`src/rtl/hazard_scheduler.sv`:
```
// Decode-stage issue controller: RAW scoreboard over EXE/MEM, branch flush,
// memory-busy freeze, and drained switching of the forwarding mode.
module hazard_scheduler #(
    parameter logic FWD_RESET = 1'b0,
    parameter int   CNT_W     = 16
) (
    input  logic             clk,
    input  logic             rst,
    input  logic             id_valid,
    input  logic [3:0]       id_src1,
    input  logic [3:0]       id_src2,
    input  logic             id_two_src,
    input  logic             id_wb_en,
    input  logic             id_mem_r_en,
    input  logic [3:0]       id_dest,
    input  logic             br_taken,
    input  logic             mem_ready,
    input  logic             fwd_req,
    input  logic             stat_clr,
    output logic             hazard,
    output logic             flush,
    output logic             freeze,
    output logic             fwd_active,
    output logic             draining,
    output logic [CNT_W-1:0] stall_cnt
);

    typedef struct packed {
        logic       valid;
        logic [3:0] dest;
        logic       load;
    } slot_t;

    typedef enum logic {RUN, DRAIN} state_e;

    state_e           state_q, state_d;
    logic             fwd_active_q, fwd_active_d;
    slot_t            exe_q, exe_d;
    slot_t            mem_q, mem_d;
    logic [CNT_W-1:0] stall_cnt_q, stall_cnt_d;
    logic             raw;

    function automatic logic slot_match(input slot_t s, input logic [3:0] src1,
                                        input logic [3:0] src2, input logic two_src);
        return s.valid & ((s.dest == src1) | (two_src & (s.dest == src2)));
    endfunction

    assign freeze = ~mem_ready;
    assign flush  = br_taken & mem_ready;

    // With forwarding only a load still in EXE cannot be bypassed in time.
    always_comb begin
        raw = 1'b0;
        if (id_valid) begin
            if (fwd_active_q)
                raw = exe_q.load & slot_match(exe_q, id_src1, id_src2, id_two_src);
            else
                raw = slot_match(exe_q, id_src1, id_src2, id_two_src)
                    | slot_match(mem_q, id_src1, id_src2, id_two_src);
        end
    end

    // NOTE: sequential state uses non-blocking assignments so every register
    // samples the pre-edge values regardless of process ordering.
    always_ff @(posedge clk or negedge rst) begin
        if (!rst) begin
            state_q      <= RUN;
            fwd_active_q <= FWD_RESET;
        end else begin
            state_q      <= state_d;
            fwd_active_q <= fwd_active_d;
        end
    end

    // NOTE: every combinational output gets a default first so no path can
    // leave it unassigned and infer a latch.
    always_comb begin
        state_d      = state_q;
        fwd_active_d = fwd_active_q;
        if (!freeze) begin
            unique case (state_q)
                RUN: begin
                    if (fwd_req != fwd_active_q)
                        state_d = DRAIN;
                end
                DRAIN: begin
                    if (!exe_q.valid && !mem_q.valid) begin
                        state_d      = RUN;
                        fwd_active_d = fwd_req;
                    end
                end
                default: state_d = RUN;
            endcase
        end
    end

    always_comb begin
        draining = (state_q == DRAIN);
        hazard   = (raw | draining) & ~flush & ~freeze;
    end

    always_comb begin
        mem_d = exe_q;
        exe_d = '0;
        if (id_valid && !hazard && !flush)
            exe_d = '{valid: id_wb_en, dest: id_dest, load: id_mem_r_en};
    end

    always_ff @(posedge clk or negedge rst) begin
        if (!rst) begin
            exe_q <= '0;
            mem_q <= '0;
        end else if (!freeze) begin
            exe_q <= exe_d;
            mem_q <= mem_d;
        end
    end

    // Clear acts even while frozen; counting only happens on live edges.
    always_comb begin
        stall_cnt_d = stall_cnt_q;
        if (stat_clr)
            stall_cnt_d = '0;
        else if (!freeze && hazard && !(&stall_cnt_q))
            stall_cnt_d = stall_cnt_q + 1'b1;
    end

    always_ff @(posedge clk or negedge rst) begin
        if (!rst)
            stall_cnt_q <= '0;
        else
            stall_cnt_q <= stall_cnt_d;
    end

    assign fwd_active = fwd_active_q;
    assign stall_cnt  = stall_cnt_q;

endmodule

```
`config.mk`:
```
export PLATFORM = sky130hd
export DESIGN_NAME = hazard_scheduler
export DESIGN_NICKNAME = d
export VERILOG_FILES = /design/src/rtl/hazard_scheduler.sv
export SDC_FILE = /design/constraint.sdc
export NUM_CORES = 1
export LEC_CHECK = 0
export ABC_AREA = 0
export ABC_CLOCK_PERIOD_IN_PS = 2700
export CAP_MARGIN = 10
export CORE_MARGIN = 2
export CORE_UTILIZATION = 50
export CTS_CLUSTER_SIZE = 16
export DETAILED_ROUTE_END_ITERATION = 8
export GPL_TIMING_DRIVEN = 1
export HOLD_SLACK_MARGIN = 0.1
export MAX_ROUTING_LAYER = met4
export PLACE_DENSITY = 0.78
export SYNTH_ARGS = -nofsm -noshare
export SYNTH_HDL_FRONTEND = slang
export SYNTH_SLANG_ARGS = --single-unit
export TNS_END_PERCENT = 50
```
`constraint.sdc`:
```
create_clock -name clk -period 2.7 [get_ports clk]
set_input_delay 0.81 -clock clk [delete_from_list [all_inputs] [get_ports clk]]
set_output_delay 0.81 -clock clk [all_outputs]
set_load 0.02 [all_outputs]
```
### Word-level counts from Yosys, hierarchy flattened

Index checks and enable logic that the tools add are counted.

| storage, ports and cells | value |
|---|---|
| bits in registers | 29 |
| input bits | 22 |
| logic and storage cells | 50 |

| operators by class | value |
|---|---|
| add/sub/neg operators | 1 |
| eq/ne operators | 5 |
| mux-type cells | 8 |
| bitwise gates (word level) | 15 |
| reduce and logical (&&, ||, !) cells | 13 |

Operators with widths:

| cell | count |
|---|---|
| $mux 16 | 2 |
| $add 16x1->16 const B | 1 |
| $eq 4x4->1 | 4 |
| $reduce_and 16->1 | 1 |
| $and 1x1->1 | 8 |
| $mux 6 | 1 |
| $logic_and 1x1->1 | 5 |
| $logic_not 1->1 | 5 |
| $mux 1 | 4 |
| $or 1x1->1 | 4 |
| $not 1->1 | 3 |
| $reduce_and 3->1 | 1 |
| $pmux 1 s2 | 1 |
| $reduce_bool 2->1 | 1 |
| $ne 1x1->1 | 1 |

### Depth between registers and ports, before layout

Gate-level depths: netlist of run 1.

| logic depth | value |
|---|---|
| word-level depth | 14 |
| depth in mapped cells | 7 |
| depth with buffers taken out | 7 |

### Worst setup path before layout of run 1

Ideal clock, no wire load.

| timing path | value |
|---|---|
| kind | input -> output |
| from | input id_src2[3] |
| to | output hazard |
| arrival | 1835 ps |
| required time | 1890 ps |
| path slack | 55 ps |
| stages on the path | 6 |
| buffers on the path | 1 |
| path through | xnor2_1 -> nand3_1 -> o32ai_2 -> o21ai_2 -> buf_6 -> nand2_1 |

| between the ends | value |
|---|---|
| word-level cells in the longest chain between the ends | 10 |
| elaborated cells between the ends (all ways) | 15 |

RTL lines:

| what | RTL line | source |
|---|---|---|
| from (decl) | 11 | `input logic [3:0] id_src2,` |
| $eq 4x4->1 | 45 | `return s.valid & ((s.dest == src1) \| (two_src & (s.dest == src2)));` |
| $and 1x1->1 | 45 |  |
| $or 1x1->1 | 45 |  |
| $and 1x1->1 | 45 |  |
| $or 1x1->1 or $and 1x1->1 (tied branches) | 59, 56 |  |
| $mux 1 (*) | 55 | `if (fwd_active_q)` |
| $mux 1 (*) | 54 | `if (id_valid) begin` |
| $or 1x1->1 (*) | 99 | `hazard = (raw \| draining) & ~flush & ~freeze;` |
| $and 1x1->1 (*) (2 in series) | 99 |  |
| to (decl) | 20 | `output logic hazard,` |

Every way passes the cells marked *; elsewhere a longest branch is shown, timed or not.

### Final worst setup path of run 1

| timing path | value |
|---|---|
| from | input id_src2[0] |
| to | output hazard |

Same word-level chain as after synthesis.

==> metrics, run 1 <==
fraction of power spent switching nets=roughly 32%; Comb pwr share=approximately a quarter; pre-CTS setup slack=-834 ps; Critical Path AT=between 1500 and 2000 ps; Iter 0 DRT Violations=180; Layout area overhead=34.5%; I/O pin count=43; Synth Net Count=roughly 210; Power Internal=between 0.7 and 0.8 mW; Synth Instances=183; Clk pwr share=24.3%; Avg Cell Area, Syn=9.93 sq um; Psw=0.333 mW; number of max-cap violations=0; initial core utilization=53.2%; final hold violations=0; top cell type's share of synthesized area=39.9%; worst setup path category=in2out; largest net degree at the start of global routing=33; Detailed Routing Iterations Pass 1=4; Antenna Cells=0; Pwr per Cell Area=about 420 mW/mm^2; Die Wd=64.3 um; port bufs=42; synth top area cells=dfrtp_1, mux2_2, xnor2_1; setup violators final=0; setup_tns=0 ps; RSZ-0062 raised after global routing=yes; Vias/cell=5.53; CTS buffer count=5; Hold/Removal Path Class=reg2reg; Routed Antenna Nets=0; vias in the first global route=1624; CP Cell Sequence=clkbuf_2 > xnor2_1 > nand3_1 > o32ai_2 > o21ai_2 > nand2_1 > buf_6; Worst-Margin Slew=646 ps; top fanout value on the critical path=2; register share of total power=49.3%; CP peak stage delay=330 ps; Worst-Skew Late Latency=between 300 and 400 ps; clk slew on worst S/H paths=90 ps; IR drop worst, VDD=356 uV; setup ws final=22.0 ps; unique cell type count in the Yosys netlist=36; share of post-route cells with drive strength above 1=25.0%; CP max stage cell=o32ai_2; Pins Over Slew Limit=0; total power=1.04 mW; clk root buf=clkbuf_4; worst rel slew slack=56.8%; Final HPWL DP=3140 um; Layout Skew=10.6 ps; Placeable Area=0.00342 sq mm; routed wire length=4270 um; CTS sink cnt=29; number of synthesized register bits=29; status=completed; post-synthesis sequential area ratio=about two fifths; Leakage Power=0.996 nW; most frequent cells in the layout=dfrtp_1, clkdlybuf4s50_1, nor2_1; post-synthesis instance area=0.00182 sq mm; DRC errors left=0; Die Area=0.00413 sq mm; Period Utilization, post-route=99.2%; Final Wtd Congestion=around 0.85; first-pass GRT wire length=7270 um; initial antenna violation count=0; Tmin final=roughly 2700 ps; Die Y=about 64 um; fin nets=266; wire per inst=14.7 um; row cnt=21; GRT Overall Usage=roughly a quarter; CTS Buffer Depth=2; grt ovf=0; Via Count=roughly 1600; fillers=between 200 and 300; maximum clock rate=between 300 and 400 MHz; H-tree levels=2; CTS tree=yes; crit start category=input port; Ys Warns=0; type of element capturing the critical path=output pin; critical path data required time=between 1500 and 2000 ps; leading area contributor after synthesis=dfrtp_1
==> per-layer routing <==
metal	share of wire, %	track usage (%)
met1	43	27.6
met2	50	39.5
met3	5.5	6.34
met4	1.5	7.71
met5	0	-
==> state kept, by name (all words and copies together) (netlist names) <==
register    count
draining        1
stall_cnt      16
exe_q           6
mem_q           5
fwd_active      1
==> through the flow <==
| stage | hold WS [ps] | area, sq um | utilization, % | std cells |
|---|---|---|---|---|
| finish | 563 | 2440 | 71.5 | 290 |
| detailed placement | 535 | 2370 | 69.5 | 280 |
| CTS | 567 | 2440 | 71.6 | 290 |
| floorplan | 496 | 1820 | - | 183 |
| global route | 592 | 2440 | 71.5 | 290 |
| global placement | 512 | 2370 | 69.5 | 280 |
==> worst max-delay path: cells and delay by family <==
family	cells	cell delay (ps)
buf+inv	2	220
simple gates	2	220
compound gates	2	440
xor+xnor	1	170
==> synthesized netlist by cell type, drive strengths merged <==
master / n
xnor2: 15
xor2: 2
nor2b: 15
inv: 6
o211ai: 1
nand2b: 2
or2: 2
a22o: 6
o32ai: 1
nor3: 2
buf: 3
o2111ai: 1
ha: 1
clkbuf: 3
nand4b: 1
o21ai: 3
and2: 1
or3: 1
nand3: 8
a211oi: 6
dfrtp: 29
nor2: 22
nor4b: 1
nand4: 9
o22ai: 1
a2111oi: 1
a21oi: 9
nand2: 10
mux2i: 1
mux2: 20
==> cell families after synthesis <==
logic type	count (synthesis)	synth area share, %
AOI/OAI and AO/OA	29	13.8
and+or+nand+nor	74	21.4
xor gates and xnor gates	17	8.20
DFF	29	39.9
adders and majority gates	1	0.689
buffers and inverters	12	3.03
muxes	21	12.9
==> cell type report <==
| type | count | area, sq um | area share (%) |
|---|---|---|---|
| Inverter | 6 | 22.5 | 0.922 |
| Clock inverter | 2 | 10.0 | 0.410 |
| Timing Repair Buffer | 59 | 531 | 21.7 |
| Sequential cell | 29 | 726 | 29.7 |
| Multi-Input combinational cell | 142 | 1060 | 43.2 |
| Clock buffer | 6 | 41.3 | 1.69 |
| Tap cell | 46 | 57.6 | 2.36 |
==> final timing paths <==
path	from	endpoint	cells after the start	slack [ps]
max	id_src2[0]	hazard	7	20
min	exe_q[0]	exe_q[0]	1	560
max reg2reg	mem_q[2]	stall_cnt[12]	9	400
min reg2reg	exe_q[0]	exe_q[0]	1	560
max in group asynchronous	rst	exe_q[1]	2	1560
min in group asynchronous	rst	stall_cnt[1]	2	840
==> power groups by stage <==
stage	logic, mW	clock network, mW	registers (mW)
after floorplan	0.124	0	0.529
after global placement	0.264	0	0.514
after detailed placement	0.274	0	0.517
after CTS	0.274	0.262	0.509
after global routing	0.294	0.287	0.517
final	0.273	0.252	0.510
==> what timing repair did <==
item,4_1_cts,5_1_grt
cloned,0,0
pin swaps,7,13
hold buffers,0,0
buffers inserted,2,0
setup endpoints to repair,9,7
gates resized for setup,23,14
No activity file was read; power rests on OpenSTA's default activity.
==> run 2, diff against run 1 <==
--- a/config.mk
+++ b/config.mk
@@ -7,7 +7,6 @@
 export LEC_CHECK = 0
 export ABC_AREA = 0
 export ABC_CLOCK_PERIOD_IN_PS = 2700
-export CAP_MARGIN = 10
 export CORE_MARGIN = 2
 export CORE_UTILIZATION = 50
 export CTS_CLUSTER_SIZE = 16
==> results of run 2 <==
No change in the layout: final DEF, timing and power equal those of run 1.
==> run 3, diff against run 2 <==
--- a/config.mk
+++ b/config.mk
@@ -6,7 +6,7 @@
 export NUM_CORES = 1
 export LEC_CHECK = 0
 export ABC_AREA = 0
-export ABC_CLOCK_PERIOD_IN_PS = 2700
+export ABC_CLOCK_PERIOD_IN_PS = 2600
 export CORE_MARGIN = 2
 export CORE_UTILIZATION = 50
 export CTS_CLUSTER_SIZE = 16
==> constraint.sdc (replaced) <==
create_clock -name clk -period 2.6 [get_ports clk]
set_input_delay 0.78 -clock clk [delete_from_list [all_inputs] [get_ports clk]]
set_output_delay 0.78 -clock clk [all_outputs]
set_load 0.02 [all_outputs]
==> metrics, run 3 (synthesized netlist as in run 1, its figures left out) <==
Placed Cells=281 (+0.36%); Critical Path AT=1820 ps (-50 ps); clk root buf=clkbuf_4; FF/Latch Area=726 sq um (unchanged); Tmin final=2600 ps; Hold Path Sink=exe_q[0]; DRC errors left=0 (unchanged); Hold/Removal Path Class=reg2reg; setup violators final=0 (unchanged); worst rel slew slack=29.4% (-27 points); I/O pin count=43 (unchanged); initial core utilization=53.2% (unchanged); Worst-Margin Slew=1040 ps (+398 ps); port bufs=42 (unchanged); largest net degree at the start of global routing=33 (unchanged); most frequent cells in the layout=dfrtp_1, clkdlybuf4s50_1, nor2_1; GRT Overall Usage=23.9% (+0.36 points); Psw=0.359 mW (+7.8%); Final Wtd Congestion=0.856 (+0.43%); register share of total power=48.3% (-1.0 points); Iter 0 DRT Violations=123 (-32%); Hold WS=569 ps (+6.16 ps); Pins Over Slew Limit=0 (unchanged); Die Y=64.3 um (unchanged); footprint of the multi-input gates=0.00113 sq mm (+7.2%); grt met2 use=40.1% (+0.65 points); CTS Hold Buffers Added=0 (unchanged); initial antenna violation count=0 (unchanged); critical path data required time=1820 ps (-70 ps); CTS tree=yes; Routed Antenna Nets=0 (unchanged); first-pass GRT wire length=7430 um (+2.2%); worst setup path category=in2out; routed wire length=4460 um (+4.4%); GRT met3 Usage=6.34% (unchanged); top fanout value on the critical path=2 (unchanged); Leakage Power=1.03 nW (+3.2%); type of element capturing the critical path=output pin; Reg2Reg Capture Point=stall_cnt[9]; Die Area=0.00413 sq mm (unchanged); Power Internal=0.747 mW (+6.4%); Period Utilization, post-route=99.8%; Placeable Area=0.00342 sq mm (unchanged); fin nets=266 (unchanged); maximum clock rate=just under 400 MHz; row cnt=21 (unchanged); Clk pwr share=24.1% (-0.2 points); number of max-cap violations=0 (unchanged); Placed Area=0.00238 sq mm (+0.32%); r2r setup slk=270 ps (-130 ps); vias in the first global route=1609 (-0.92%); crit start category=input port; fraction of power spent switching nets=32.5% (+0.30 points); RSZ-0062 raised after global routing=yes; grt ovf=0 (unchanged); GRT busiest layer=met2; final hold violations=0 (unchanged); clk slew on worst S/H paths=90 ps (about the same); Layout Cells excl Fill=290 (unchanged); hold wc startpoint=exe_q[0]; Comb pwr share=27.6% (+1.2 points); Via Count=1595 (-0.50%); Vias/cell=5.50 (-0.50%); IR drop worst, VDD=389 uV (+9.4%); Worst Reg-to-Reg Cells=8 (-1); Antenna Cells=0 (unchanged); CTS Buffer Depth=2 (unchanged); CTS sink cnt=29 (unchanged); Die Wd=64.3 um (unchanged); Final HPWL DP=3210 um (+2.4%); Worst-Skew Late Latency=340 ps (about the same); Largest register FFs=16 (unchanged); reg2reg start=mem_q[1]; CTS buffer count=5 (unchanged); setup_tns=0 ps (unchanged); fillers=234 (-15%); status=completed; Hold Path Cell Cnt=1 (unchanged); Layout Skew=12.6 ps (+2.02 ps); wire per inst=15.4 um (+4.4%); Detailed Routing Iterations Pass 1=5 (+1); Final Instance Area=0.00252 sq mm (+3.1%); Pwr per Cell Area=439 mW/mm^2 (+3.6%); H-tree levels=2 (unchanged); Layout area overhead=38.7%; share of post-route cells with drive strength above 1=29.5% (+4.5 points); met1 Use GR=27.6% (+0.031 points)
[run 3: cell types whose count changed in the layout (fill, tap and decap cells not counted), moves of 2 or more]
cell,delta
xnor2_2,+7
buf_6,+2
xnor2_1,-7
clkdlybuf4s15_1,-4
clkbuf_1,+2
clkinv_2,-2
[run 3: worst max-delay path by stage]
| stage | start | endpoint | cells after the start |
|---|---|---|---|
| 4_1_cts | id_src2[1] | hazard | 7 |
| 3_5_place_dp | id_src2[0] | hazard | 7 |
| 3_3_place_gp | id_src2[3] | hazard | 7 |
| 5_1_grt | id_src2[3] | hazard | 7 |
| 6_report | id_src2[0] | hazard | 7 |
| 2_1_floorplan | id_src2[3] | hazard | 6 |
[run 3: layer usage]
layer	part of all wire, %	vias up
met5	0	-
met1	42	757
li1	-	774
met2	51	55
met4	1.7	0
met3	5.0	9
[run 3: cell type report]
cell class | instances | share of cell area, %
multi-input combinational | 142 | 44.9
sequential | 29 | 28.8
timing repair buffer | 59 | 21.2
tap | 46 | 2.28
clock buffer | 8 | 1.94
inverter | 6 | 0.894
[run 3: power by group through the flow]
stage	combinational [mW]	clock, mW	sequential (mW)
3_5_place_dp	0.284	0	0.536
5_1_grt	0.329	0.287	0.538
3_3_place_gp	0.274	0	0.534
2_1_floorplan	0.129	0	0.549
4_1_cts	0.291	0.269	0.529
6_report	0.305	0.267	0.534
[run 3: per-stage QoR]
step | power (mW) | utilization, % | setup WS [ps]
after detailed placement | 0.820 | 69.7 | -882
after global routing | 1.15 | 73.8 | -55.4
final | 1.11 | 73.8 | 4.20
after CTS | 1.09 | 72.3 | 0.260
after global placement | 0.808 | 69.7 | -821
after floorplan | 0.678 | - | 15.3
[run 3: what timing repair did]
action / CTS / global route
endpoints found under the setup margin: 15 / 1
endpoints found under the hold margin: 0 / 0
gates resized for setup: 40 / 21
setup buffers: 1 / 0
pin swaps: 18 / 15
[run 3: worst max-delay path, stage by stage]
cell and delay [ps]:
buf_8 100, xnor2_2 160, nand3_2 120, o32ai_4 320, o21ai_2 110, nand2_1 100, buf_6 120
